File: src/rtl/wptr_full_ctrl_if.sv
`timescale 1ns/1ps
// Write-side bundle of the async FIFO pointer engine: producer request, synchronized
// read pointer and overflow clear in; accept, memory address, pointers, flags and level out.
// master = producer/test side, slave = the pointer engine itself.
interface wptr_full_ctrl_if #(
  parameter int ADDR_W = 9
);
  logic              w_en;
  logic [ADDR_W:0]   rptr_gray_sync;
  logic              ovf_clr;
  logic              w_accept;
  logic [ADDR_W-1:0] waddr;
  logic [ADDR_W:0]   wptr;
  logic [ADDR_W:0]   wptr_gray;
  logic              f_full;
  logic              f_almost_full;
  logic [ADDR_W:0]   wlevel;
  logic              overflow;

  modport master (
    output w_en, rptr_gray_sync, ovf_clr,
    input  w_accept, waddr, wptr, wptr_gray, f_full, f_almost_full, wlevel, overflow
  );

  modport slave (
    input  w_en, rptr_gray_sync, ovf_clr,
    output w_accept, waddr, wptr, wptr_gray, f_full, f_almost_full, wlevel, overflow
  );
endinterface

File: src/rtl/wptr_full_ctrl.sv
`timescale 1ns/1ps
// Write-domain pointer/flag engine of the async FIFO (binary + Gray write pointer, full/almost-full, level, overflow).
// Latency: w_accept is combinational; pointers, flags and level update on the w_clk edge that takes the write.
// Backpressure: f_full gates w_accept; a write requested while full is dropped and latches sticky overflow.
module wptr_full_ctrl #(
  parameter int ADDR_W    = 9,
  parameter int AF_MARGIN = 4
) (
  input  logic              w_clk,
  input  logic              wrst,
  wptr_full_ctrl_if.slave   bus
);

  localparam int              DEPTH     = 1 << ADDR_W;
  localparam logic [ADDR_W:0] AF_THRESH = (ADDR_W+1)'(DEPTH - AF_MARGIN);

  logic [ADDR_W:0] r_wptr;
  logic [ADDR_W:0] r_wptr_gray;
  logic            r_full;
  logic            r_almost_full;
  logic [ADDR_W:0] r_wlevel;
  logic            r_overflow;

  logic            w_inc;
  logic [ADDR_W:0] w_b_next;
  logic [ADDR_W:0] w_g_next;
  logic [ADDR_W:0] w_rgray_full;
  logic [ADDR_W:0] w_rbin;
  logic [ADDR_W:0] w_level_next;
  logic            w_full_next;
  logic            w_af_next;

  // A write is taken only while not full; the registered full flag is the sole gate.
  assign w_inc    = bus.w_en & ~r_full;
  assign w_b_next = r_wptr + {{ADDR_W{1'b0}}, w_inc};
  assign w_g_next = w_b_next ^ (w_b_next >> 1);

  // Full when the next write pointer equals the read pointer with its two Gray MSBs inverted,
  // i.e. binary pointers differ by exactly DEPTH (MSB flipped, low bits equal).
  assign w_rgray_full = {~bus.rptr_gray_sync[ADDR_W:ADDR_W-1], bus.rptr_gray_sync[ADDR_W-2:0]};
  assign w_full_next  = (w_g_next == w_rgray_full);

  // Gray-to-binary of the synchronized read pointer: each bit is the XOR of all Gray bits at or above it.
  always_comb begin
    w_rbin = '0;
    for (int i = 0; i <= ADDR_W; i++) begin
      w_rbin[i] = ^(bus.rptr_gray_sync >> i);
    end
  end

  // Modulo subtraction handles pointer wrap; the stale read pointer makes this an over-estimate only.
  assign w_level_next = w_b_next - w_rbin;
  assign w_af_next    = (w_level_next >= AF_THRESH);

  // Pointer, flag, level and overflow state; overflow set beats a same-cycle clear.
  always_ff @(posedge w_clk or posedge wrst) begin
    if (wrst) begin
      r_wptr        <= '0;
      r_wptr_gray   <= '0;
      r_full        <= 1'b0;
      r_almost_full <= 1'b0;
      r_wlevel      <= '0;
      r_overflow    <= 1'b0;
    end else begin
      r_wptr        <= w_b_next;
      r_wptr_gray   <= w_g_next;
      r_full        <= w_full_next;
      r_almost_full <= w_af_next;
      r_wlevel      <= w_level_next;
      if (bus.w_en & r_full) begin
        r_overflow <= 1'b1;
      end else if (bus.ovf_clr) begin
        r_overflow <= 1'b0;
      end
    end
  end

  assign bus.w_accept      = w_inc;
  assign bus.waddr         = r_wptr[ADDR_W-1:0];
  assign bus.wptr          = r_wptr;
  assign bus.wptr_gray     = r_wptr_gray;
  assign bus.f_full        = r_full;
  assign bus.f_almost_full = r_almost_full;
  assign bus.wlevel        = r_wlevel;
  assign bus.overflow      = r_overflow;

endmodule

File: src/flat_wrapper.sv
// flat-port wrapper written by rule: the top's interface ports become plain ports
module wptr_full_ctrl_flat 
#(
  parameter int ADDR_W    = 9,
  parameter int AF_MARGIN = 4
)
  (w_clk, wrst, bus_w_en, bus_rptr_gray_sync, bus_ovf_clr, bus_w_accept, bus_waddr, bus_wptr, bus_wptr_gray, bus_f_full, bus_f_almost_full, bus_wlevel, bus_overflow);
  wptr_full_ctrl_if #(.ADDR_W(ADDR_W)) bus_i ();
  input  logic w_clk;
  input  logic wrst;
  input wire logic [$bits(bus_i.w_en)-1:0] bus_w_en;
  input wire logic [$bits(bus_i.rptr_gray_sync)-1:0] bus_rptr_gray_sync;
  input wire logic [$bits(bus_i.ovf_clr)-1:0] bus_ovf_clr;
  output wire logic [$bits(bus_i.w_accept)-1:0] bus_w_accept;
  output wire logic [$bits(bus_i.waddr)-1:0] bus_waddr;
  output wire logic [$bits(bus_i.wptr)-1:0] bus_wptr;
  output wire logic [$bits(bus_i.wptr_gray)-1:0] bus_wptr_gray;
  output wire logic [$bits(bus_i.f_full)-1:0] bus_f_full;
  output wire logic [$bits(bus_i.f_almost_full)-1:0] bus_f_almost_full;
  output wire logic [$bits(bus_i.wlevel)-1:0] bus_wlevel;
  output wire logic [$bits(bus_i.overflow)-1:0] bus_overflow;
  assign bus_i.w_en = bus_w_en;
  assign bus_i.rptr_gray_sync = bus_rptr_gray_sync;
  assign bus_i.ovf_clr = bus_ovf_clr;
  assign bus_w_accept = bus_i.w_accept;
  assign bus_waddr = bus_i.waddr;
  assign bus_wptr = bus_i.wptr;
  assign bus_wptr_gray = bus_i.wptr_gray;
  assign bus_f_full = bus_i.f_full;
  assign bus_f_almost_full = bus_i.f_almost_full;
  assign bus_wlevel = bus_i.wlevel;
  assign bus_overflow = bus_i.overflow;
  wptr_full_ctrl #(.ADDR_W(ADDR_W), .AF_MARGIN(AF_MARGIN)) u_core (.w_clk(w_clk), .wrst(wrst), .bus(bus_i));
endmodule
File: config.mk
export PLATFORM = sky130hd
export DESIGN_NAME = wptr_full_ctrl_flat
export DESIGN_NICKNAME = d
export VERILOG_FILES = /design/src/rtl/wptr_full_ctrl_if.sv /design/src/rtl/wptr_full_ctrl.sv /design/src/flat_wrapper.sv
export SDC_FILE = /design/constraint.sdc
export NUM_CORES = 1
export LEC_CHECK = 0
export ABC_AREA = 1
export CAP_MARGIN = 10
export CELL_PAD_IN_SITES_DETAIL_PLACEMENT = 0
export CELL_PAD_IN_SITES_GLOBAL_PLACEMENT = 1
export CORE_UTILIZATION = 35
export CTS_CLUSTER_DIAMETER = 150
export CTS_CLUSTER_SIZE = 10
export DETAILED_ROUTE_END_ITERATION = 12
export PLACE_DENSITY_LB_ADDON = 0.1
export SYNTH_ARGS = -nofsm -noshare
export SYNTH_HDL_FRONTEND = slang
export SYNTH_SLANG_ARGS = --single-unit
File: constraint.sdc
create_clock -name w_clk -period 2.9 [get_ports w_clk]
set_input_delay 0.725 -clock w_clk [delete_from_list [all_inputs] [get_ports w_clk]]
set_output_delay 0.725 -clock w_clk [all_outputs]
set_load 0.005 [all_outputs]
# Word level (Yosys, flattened, before mapping)
# Cells that the tools add are included.
[op_classes]
addsub = 2
magnitude_cmp = 1
n_eq_ne = 1
muxes = 2
n_bitwise = 5
reduce_logical = 11
[op_table]
columns = ["operator", "n"]
rows = [
  ["parity 10 bit", 10],
  ["adder 10 x 1 -> 10 bit", 1],
  ["== test 10 bit", 1],
  [">= comparator 10 x 9 -> 1 bit (second input constant)", 1],
  ["subtractor 10 bit", 1],
  ["XOR 10 x 9 -> 10 bit", 1],
  ["bitwise AND 1 bit", 2],
  ["2-to-1 mux 1 bit", 2],
  ["NOT 2 bit", 1],
  ["nonzero test 2 bit", 1],
  ["NOT 1 bit", 1],
]
[word_totals]
register_bits = 33
out_inout_bits = 43
word_cells = 28

# Longest topological paths before layout
# Gate-level depths: netlist of the first run.
[logic_depth]
depth_word = 5
depth_mapped = 23

# Worst setup path after synthesis of the first run
# Ideal clock, no wire load.
[synth_timing]
path_kind = "input to register"
start = "input bus_w_en"
end = "register u_core.r_almost_full, in the netlist u_core.bus.f_almost_full"
setup_ps = 122
arrival_time_ps = 2768
required_time_ps = 2778
path_slack_ps = 10
cell_stages = 17
n_path_buf = 0
path_cell_list = "inv_1 > nor2_1 > ha_1 > inv_1 > nor2_2 > inv_1 > nor2_2 > xor2_2 > ha_1 > a21oi_1 > nor2_1 > a211oi_1 > nand2_1 > nand2_1 > nand2_1 > nand3_1 > nand2_1"
[synth_via]
elab_chain_len = 4
[synth_lines]
columns = ["element", "line", "rtl"]
rows = [
  ["start: declaration", "flat_wrapper.sv:11", "input wire logic [$bits(bus_i.w_en)-1:0] bus_w_en;"],
  ["bitwise AND 1 bit", "wptr_full_ctrl.sv:34", "assign w_inc = bus.w_en & ~r_full;"],
  ["named net bus_w_accept", "flat_wrapper.sv:14", "output wire logic [$bits(bus_i.w_accept)-1:0] bus_w_accept;"],
  ["adder 10 x 1 -> 10 bit", "wptr_full_ctrl.sv:35", "assign w_b_next = r_wptr + {{ADDR_W{1'b0}}, w_inc};"],
  ["named net u_core.w_b_next[5]", "wptr_full_ctrl.sv:25", "logic [ADDR_W:0] w_b_next;"],
  ["subtractor 10 bit", "wptr_full_ctrl.sv:52", "assign w_level_next = w_b_next - w_rbin;"],
  ["named net u_core.w_level_next[8]", "wptr_full_ctrl.sv:29", "logic [ADDR_W:0] w_level_next;"],
  [">= comparator 10 x 9 -> 1 bit", "wptr_full_ctrl.sv:53", "assign w_af_next = (w_level_next >= AF_THRESH);"],
  ["named net u_core.w_af_next", "wptr_full_ctrl.sv:31", "logic w_af_next;"],
  ["end signal: assignment", "wptr_full_ctrl.sv:68", "r_almost_full <= w_af_next;"],
  ["end: declaration", "wptr_full_ctrl.sv:20", "logic r_almost_full;"],
]
# The timed path passes the listed nets, and every way through them passes these cells.
# A chain may end at the register's enable or synchronous reset.

# Worst setup path in the final report of the first run
[layout_timing]
start = "input bus_rptr_gray_sync[7]"
end = "register u_core.r_almost_full, in the netlist u_core.bus.f_almost_full"
[layout_via]
elab_chain_len = 3
[layout_lines]
columns = ["element", "line", "rtl"]
rows = [
  ["start: declaration", "flat_wrapper.sv:12", "input wire logic [$bits(bus_i.rptr_gray_sync)-1:0] bus_rptr_gray_sync;"],
  ["parity 10 bit", "wptr_full_ctrl.sv:47", "w_rbin[i] = ^(bus.rptr_gray_sync >> i);"],
  ["subtractor 10 bit *", "wptr_full_ctrl.sv:52", ""],
  [">= comparator 10 x 9 -> 1 bit *", "wptr_full_ctrl.sv:53", ""],
  ["named net u_core.w_af_next", "wptr_full_ctrl.sv:31", ""],
]
# The timed path passes the listed nets; every way through them passes the cells marked *.

==> reports/metrics.csv, run 1 <==
metric,value,unit
cts_tree,yes,
finalPower,0.00410,W
fin_skew,5.84,ps
routed_via_density,4.50,
grt_usage,19.1,%
hold_path.class,flop to flop,
crit_chain,clkdlybuf4s15_1 -> buf_4 -> xnor2_2 -> nand3_1 -> nand2_2 -> xor2_1 -> ha_1 -> inv_2 -> nor2_1 -> nand3_1 -> nand2_1 -> inv_2 -> nand2_1 -> nand2_1 -> nand2_1 -> xor2_1 -> nand2_1,
io_pins,57,
slowest_stage,ha_1,
rrSetupSlack,350,ps
synth_nets,334,
crit_type,primary input to flop,
placed_cell_area,3440,um^2
syn2layout_area_growth,68.1,%
die_h,82.9,um
synth_compound_area_share,3.88,%
power.switching,0.00155,W
synth_fa_ha_area_share,6.01,%
cts_root_buf,clkbuf_8,
wl_per_cell,12.0,um
start_util,36.1,%
leakage,2.03,nW
hold-worst-slack,523,ps
grt_pass1_vias,2328,
final-setup-viol-count,0,
mostFrequentLayoutCells,"nand2_1, buf_4, clkdlybuf4s50_1",
grt_overflow,0,
cap_viol_max_count,0,
die_area,6870,um^2
endpoint_kind,flop,
pwr-share-clk,11.4,%
die_width,82.9,um
core,6350,um^2
critPathBufInv,4,
routed_wl,6.28,mm
syn_area,2290,um^2
crit-reg2reg-launch,u_core.bus.f_full,
portBuffers,56,
peakVddDrop,0.000529,V
yosysSeqAreaShare,35.0,%
synth_simple_gate_area_share,33.3,%
drc,0,
yosys.area_share.xor_xnor,11.7,%
powerDensity,1070,nW/um^2
crit_end,u_core.bus.f_almost_full,
place_ws,-557,ps
grt_pass1_wl,10.5,mm
worst-path-stages,17,
netlist.area_leader.share,35.0,%
yosys-mux-area-fraction,0,%
swShare,37.9,%
synth_top_family_by_area,simple AND/OR/NAND/NOR gates,
drv_slew,0,
ys_warn_count,0,
worst_ep_required_time,3070,ps
period_share,92.4,%
min_period,2680,ps
combinationalPowerShare,69.3,%
antenna_found_initial,0,
firstDrtPassIters,4,
layout_commonest_cell,nand2_1,
ctsHtreeMaxLevel,2,
internal_power,0.00255,W
drt.antenna.violating_nets,0,
tightest_slew,398,ps
postSynthAreaPerCell,7.41,um^2
crit_arrival,2850,ps
drive_gt1_share,37.4,%
path_max_fanout,5,
hold_viol,0,
synth.distinct_cells,31,
clk_latency,290,ps
synth_ff_type,dfrtp_1,
vias,2353,
post-route-cell-area,3850,um^2
fmax,0.373,GHz
synthArstFlopShare,100,%
clkTransAtPathRegs,70,ps
pwr-share-seq,19.3,%
hpwl,5.00,mm
yosysTopAreaCell,dfrtp_1,
critPathLaunchType,primary input,
synth_edf_count,0,
antenna_cells,0,
setup.worst_path.start,bus_rptr_gray_sync[7],
nets,470,
fin_ws,220,ps
post-route-util,60.6,%
crit_top_cell,nand2_1,
drtIter0Drc,82,
clock_sinks,32,
relSlewSlack,73.4,%
gp_congestion,0.866,
outcome,"finished, final reports clean",
synth_seq_cells,32,
synth.area.top_cells,"dfrtp_1, nand2_1, xor2_1, ha_1, inv_1",
cpPeakStageDelay,310,ps
rows,29,
reg2reg_depth,15,
r2r_end,u_core.bus.f_almost_full,
cp_top_family,simple AND/OR/NAND/NOR gates,
clk_path_buf_depth,2,
grt_max_degree,33,
netlist_instances,309,
cts_buffers,5,
==> tightest hold or removal path: stages (launching register included) <==
cell,delay [ps]
dfrtp_1,380
inv_1,50
o21ai_0,60
==> per-stage QoR <==
step	std cells	setup TNS [ps]
after floorplan	309	0
after global placement	507	-3070
after detailed placement	507	-3510
after CTS	521	0
after global routing	523	-12.7
final	523	0
==> worst min path at each step <==
| stage | startpoint | endpoint | slack (ps) | depth (start not counted) |
|---|---|---|---|---|
| detailed placement | u_core.bus.f_full | u_core.bus.overflow | 510 | 2 |
| CTS | u_core.bus.overflow | u_core.bus.overflow | 530 | 2 |
| global route | u_core.bus.f_full | u_core.bus.overflow | 580 | 2 |
| global placement | u_core.bus.f_full | u_core.bus.overflow | 500 | 2 |
| floorplan | u_core.bus.f_full | u_core.bus.overflow | 490 | 2 |
| finish | u_core.bus.overflow | u_core.bus.overflow | 520 | 2 |
==> cells in the mapped netlist (3+ instances only) <==
cell type and n:
buf_4 12, o21bai_1 3, inv_2 8, xnor2_1 8, nand2_2 7, nand3_1 21, nor2_1 14, inv_1 30
xor2_1 19, nand2_1 113, a21oi_1 4, nor2_2 4, or2_2 3, dfrtp_1 32, ha_1 11
==> registers in the layout (all words and copies together), names as in the netlist <==
signal,flops
u_core.bus.wlevel,10
u_core.bus.wptr_gray,9
u_core.bus.wptr,10
u_core.bus.f_full,1
u_core.bus.f_almost_full,1
u_core.bus.overflow,1
==> metal layers <==
| layer | global-route usage, % | wire (um) | up-vias |
|---|---|---|---|
| met1 | 24.3 | 2880 | 1069 |
| met5 | 0 | 0 | - |
| li1 | - | - | 1217 |
| met4 | 8.62 | 193 | 0 |
| met3 | 2.58 | 164 | 14 |
| met2 | 32.2 | 3050 | 53 |
==> cell families after synthesis <==
kind of cell             Yosys count
AO/OA/AOI/OAI                     14
AND/OR/NAND/NOR                  173
adder cells (fa/ha/maj)           11
buffers and inverters             50
flip-flops                        32
XOR/XNOR                          29
==> power by group through the flow <==
stage                     registers [W]  clock network, W  logic (W)
after CTS                      0.000790          0.000472    0.00274
after detailed placement       0.000787                 0    0.00258
after global routing           0.000823          0.000496    0.00311
after floorplan                0.000798                 0    0.00118
after global placement         0.000782                 0    0.00256
final                          0.000792          0.000467    0.00284
==> final cells by class <==
cell class                 instances  area, um^2
timing repair buffer             141        1190
inverter                          38         143
sequential                        32         801
clock buffer                       7        96.3
tap                               77        96.3
clock inverter                     1        30.0
multi-input combinational        227        1490
fill                             574        2500
==> repair_timing <==
item,in CTS,in global routing
pin swaps,22,23
setup endpoints to repair,7,6
endpoints found under the hold margin,0,0
setup buffers,6,2
hold buffers,0,0
gates resized for setup,32,39
Note: power is estimated with default switching activity, not from simulation.
==> run 2: changes to the inputs <==
--- a/config.mk
+++ b/config.mk
@@ -13,7 +13,7 @@
 export CTS_CLUSTER_DIAMETER = 150
 export CTS_CLUSTER_SIZE = 10
 export DETAILED_ROUTE_END_ITERATION = 12
-export PLACE_DENSITY_LB_ADDON = 0.1
+export PLACE_DENSITY = 0.85
 export SYNTH_ARGS = -nofsm -noshare
 export SYNTH_HDL_FRONTEND = slang
 export SYNTH_SLANG_ARGS = --single-unit
==> reports/metrics.csv, run 2 (synthesis gave the netlist of run 1 again) <==
metric,value,unit,change
outcome,"finished, violations left",,
violations,design-rule violations,,
rrSetupSlack,520,ps,+170 ps
layout.area.seq,801,um^2,unchanged
placed_cell_area,3410,um^2,-0.87%
drt.antenna.violating_nets,0,,unchanged
cts_hold_buf,0,,unchanged
grt_max_degree,33,,unchanged
hold_depth,2,,unchanged
start_util,36.1,%,unchanged
placedCellCount,503,,-0.79%
die_h,82.9,um,unchanged
core,6350,um^2,unchanged
path_max_fanout,3,,-2
crit_arrival,2870,ps,+20 ps
gp_congestion,0.940,,+8.5%
grt_pass1_vias,2178,,-6.4%
multi_input_area,1470,um^2,-1.3%
layout_commonest_cell,nand2_1,,
holdPathEnd,u_core.bus.overflow,,
firstDrtPassIters,9,,+5
fillerInstances,562,,-2.1%
drive_gt1_share,34.6,%,-2.8 points
routed_via_density,4.51,,+0.32%
rows,29,,unchanged
cap_viol_max_count,0,,unchanged
ctsHtreeMaxLevel,2,,unchanged
hpwl,4.81,mm,-3.9%
r2r_end,u_core.bus.f_almost_full,,
post-route-cell-area,3740,um^2,-2.9%
hold_viol,0,,unchanged
hold-worst-slack,526,ps,+3.08 ps
crit-reg2reg-launch,u_core.bus.f_full,,
clk_path_buf_depth,2,,unchanged
fin_skew,4.27,ps,-1.58 ps
die_area,6870,um^2,unchanged
tightest_slew,403,ps,+4.70 ps
setup.worst_path.start,bus_w_en,,
grt_overflow,0,,unchanged
place_ws,-535,ps,+21.5 ps
routed_wl,6.05,mm,-3.8%
hold_path.class,flop to flop,,
mostFrequentLayoutCells,"nand2_1, buf_4, clkdlybuf4s50_1",,
grt_pass1_wl,10.0,mm,-4.9%
vias,2329,,-1.0%
nets,463,,-1.5%
drv_slew,0,,unchanged
cts_buffers,5,,unchanged
io_pins,57,,unchanged
die_width,82.9,um,unchanged
fmax,0.371,GHz,-0.64%
hold_start,u_core.bus.overflow,,
cts_tree,yes,,
powerDensity,1050,nW/um^2,-1.8%
drc,2,,+2
leakage,1.97,nW,-3.0%
clock_sinks,32,,unchanged
stdcell_count,516,,-1.3%
critPathLaunchType,primary input,,
relSlewSlack,73.1,%,-0.31 points
fin_ws,203,ps,-17.3 ps
peakVddDrop,0.000532,V,+0.55%
syn2layout_area_growth,63.1,%,
final-setup-viol-count,0,,unchanged
cts_root_buf,clkbuf_8,,
antenna_found_initial,0,,unchanged
portBuffers,56,,unchanged
wl_per_cell,11.7,um,-2.5%
clk_latency,280,ps,about the same
setup_tns,0,ps,unchanged
reg2reg_depth,15,,unchanged
drtIter0Drc,110,,+34%
crit_type,primary input to flop,,
period_share,93.0,%,+0.60 points
grt_usage,18.0,%,-1.1 points
worst_ep_required_time,3080,ps,about the same
min_period,2700,ps,+17.3 ps
endpoint_kind,flop,,
antenna_cells,0,,unchanged
clkTransAtPathRegs,60,ps,about the same
run 2: changes by cell type in the layout (fill, tap and decap cells not counted), moves of 2 or more:
cell | previous run | this run
inv_2 | 15 | 11
clkbuf_1 | 0 | 2
inv_1 | 23 | 27
nor3_1 | 2 | 0
xnor2_2 | 5 | 3
nand2_1 | 104 | 106
buf_4 | 84 | 78
nor3_2 | 1 | 3
run 2: area by class of cell:
type                            count  area share [%]
Multi-Input combinational cell    227            39.3
Tap cell                           77            2.58
Sequential cell                    32            21.4
Timing Repair Buffer              134            30.4
Inverter                           38            3.82
Clock buffer                        8            2.41
run 2: metrics by stage:
step,total power (W),utilization (%)
final,0.00391,58.9
after global routing,0.00423,58.9
after CTS,0.00384,57.1
after detailed placement,0.00334,53.6
after global placement,0.00328,53.6
after floorplan,0.00197,-
run 2: repair_timing:
item,4_1_cts,5_1_grt
resized for setup,29,33
endpoints found under the setup margin,7,7
pin swaps,15,17
buffers inserted,4,1
run 2: worst max-delay path: stages:
cell and delay [ps]:
dlygate4sd2_1 210, inv_1 70, nor2_4 130, ha_4 160, ha_4 140, nand2_4 70
nor2_4 140, nand3_4 90, o21ai_2 180, inv_2 50, ha_1 280, inv_1 70
nor3_2 170, nand2_1 70, nand2_1 90, xor2_2 160, nand2_1 60
run 2: how the worst max path moves through the flow:
stage,endpoint
final,u_core.bus.f_almost_full
after global routing,u_core.bus.f_almost_full
after CTS,u_core.bus.f_almost_full
after detailed placement,u_core.bus.f_almost_full
after global placement,u_core.bus.f_almost_full
after floorplan,u_core.bus.f_almost_full
run 2: metal layers:
metal  part of all wire [%]  track usage, %  vias up
met5                      0               0        -
met4                    1.4            5.64        0
met3                    2.8            1.29        9
met2                     50            31.7       48
met1                     46            23.4     1069
li1                       -               -     1203
run 2: where the power goes:
group	switching [W]	internal [W]	leakage, nW
clock network	0.000156	0.000193	0.0455
logic	0.00124	0.00152	1.54
registers	0.000144	0.000656	0.378
==> run 3: changes to the inputs <==
--- a/config.mk
+++ b/config.mk
@@ -6,7 +6,7 @@
 export NUM_CORES = 1
 export LEC_CHECK = 0
 export ABC_AREA = 1
-export CAP_MARGIN = 10
+export CAP_MARGIN = 25
 export CELL_PAD_IN_SITES_DETAIL_PLACEMENT = 0
 export CELL_PAD_IN_SITES_GLOBAL_PLACEMENT = 1
 export CORE_UTILIZATION = 35
==> constraint.sdc (replaced) <==
create_clock -name w_clk -period 3 [get_ports w_clk]
set_input_delay 0.75 -clock w_clk [delete_from_list [all_inputs] [get_ports w_clk]]
set_output_delay 0.75 -clock w_clk [all_outputs]
set_load 0.005 [all_outputs]
==> reports/metrics.csv, run 3 (synthesis gave the netlist of run 1 again) <==
metric,value,unit,change
outcome,"finished, violations left",,
violations,design-rule violations,,
clk_latency,280,ps,about the same
cap_viol_max_count,0,,unchanged
routed_wl,5.99,mm,-0.96%
antenna_cells,0,,unchanged
die_area,6870,um^2,unchanged
drt.antenna.violating_nets,0,,unchanged
layout_commonest_cell,nand2_1,,
hpwl,4.90,mm,+1.8%
grt_pass1_wl,9.80,mm,-2.2%
drv_slew,0,,unchanged
firstDrtPassIters,9,,unchanged
fin_skew,5.17,ps,+0.903 ps
leakage,1.96,nW,-0.25%
core,6350,um^2,unchanged
powerDensity,1030,nW/um^2,-2.1%
nets,461,,-0.43%
critPathLaunchType,primary input,,
grt_overflow,0,,unchanged
multi_input_area,1430,um^2,-3.1%
relSlewSlack,72.9,%,-0.21 points
crit_chain,dlygate4sd2_1 -> inv_1 -> nor2_2 -> ha_2 -> ha_4 -> nand2_4 -> nor2_4 -> nand3_4 -> o21bai_2 -> o21ai_4 -> inv_2 -> ha_1 -> buf_4 -> a21oi_2 -> nand2_2 -> xor2_2 -> nand2_1,,
period_share,93.0,%,
tightest_slew,406,ps,+3.15 ps
clk_path_buf_depth,2,,unchanged
crit_arrival,2960,ps,+90 ps
fillerInstances,532,,-5.3%
clkTransAtPathRegs,60,ps,about the same
final-setup-viol-count,0,,unchanged
cts_tree,yes,,
crit_type,primary input to flop,,
clock_sinks,32,,unchanged
antenna_found_initial,0,,unchanged
cp_top_family,adder cells,,
drc,4,,+2
drive_gt1_share,32.7,%,-1.9 points
die_h,82.9,um,unchanged
setup_tns,0,ps,unchanged
die_width,82.9,um,unchanged
drtIter0Drc,99,,-10%
grt_usage,17.7,%,-0.27 points
start_util,36.1,%,unchanged
ctsHtreeMaxLevel,2,,unchanged
mostFrequentLayoutCells,"nand2_1, buf_4, clkdlybuf4s50_1",,
cpPeakStageDelay,230,ps,-50 ps
peakVddDrop,0.000590,V,+11%
path_max_fanout,3,,unchanged
hold_path.class,flop to flop,,
rows,29,,unchanged
hold_viol,0,,unchanged
routed_via_density,4.63,,+2.6%
portBuffers,56,,unchanged
critPathBufInv,4,,unchanged
place_ws,-508,ps,+27.2 ps
min_period,2790,ps,
cts_buffers,5,,unchanged
gp_congestion,0.939,,-0.12%
fmax,0.358,GHz,
cts_root_buf,clkbuf_8,,
fin_ws,210,ps,+7.76 ps
syn2layout_area_growth,61.2,%,
wl_per_cell,11.6,um,-0.57%
grt_pass1_vias,2159,,-0.87%
grt_max_degree,33,,unchanged
worst_ep_required_time,3170,ps,+90 ps
slowest_stage,ha_1,,
endpoint_kind,flop,,
vias,2380,,+2.2%
layout.area.seq,801,um^2,unchanged
io_pins,57,,unchanged
## run 3: metrics by stage
stage	utilization [%]	total power, W	hold slack (ps)	cell area [um^2]	instances
6_report	58.1	0.00379	528	3690	514
5_1_grt	58.1	0.00410	568	3690	514
4_1_cts	56.4	0.00369	534	3580	513
3_5_place_dp	53.8	0.00326	510	3410	504
3_3_place_gp	53.8	0.00320	493	3410	504
2_1_floorplan	-	0.00191	489	2290	309
## run 3: cell type report
| cell class | count | area share, % |
|---|---|---|
| Tap cell | 77 | 2.61 |
| Sequential cell | 32 | 21.7 |
| Multi-Input combinational cell | 227 | 38.6 |
| Timing Repair Buffer | 132 | 30.8 |
| Inverter | 38 | 3.86 |
| Clock buffer | 8 | 2.44 |
## run 3: timing repair
item	in CTS	in global routing
gates resized for setup	21	28
hold buffers	0	0
buffers inserted	1	1
pin swaps	11	11
endpoints found under the setup margin	6	7
## run 3: power by group
| group | internal, W | total, W | switching, W |
|---|---|---|---|
| clock network | 0.000187 | 0.000337 | 0.000151 |
| logic | 0.00147 | 0.00268 | 0.00121 |
| registers | 0.000635 | 0.000767 | 0.000133 |
## run 3: final timing paths
check                               startpoint                  endpoint  slack [ps]  depth (start not counted)
setup / recovery                      bus_w_en  u_core.bus.f_almost_full         210                         17
hold / removal             u_core.bus.overflow       u_core.bus.overflow         530                          2
setup reg to reg             u_core.bus.f_full  u_core.bus.f_almost_full         500                         15
hold reg to reg            u_core.bus.overflow       u_core.bus.overflow         530                          2
max in group asynchronous                 wrst   u_core.bus.wptr_gray[2]        1860                          3
min in group asynchronous                 wrst   u_core.bus.wptr_gray[7]         840                          3
## run 3: tightest hold or removal path, stage by stage (launching register included)
cell and delay, ps:
dfrtp_1 380, inv_1 50, o21ai_0 60
## run 3: metal layers
layer / vias to the layer above / routed length, um / GRT usage, %
li1: 1203 / - / -
met1: 1103 / 2680 / 23.4
met2: 65 / 2950 / 30.1
met3: 9 / 250 / 1.89
met4: 0 / 101 / 6.11
met5: - / 0 / 0
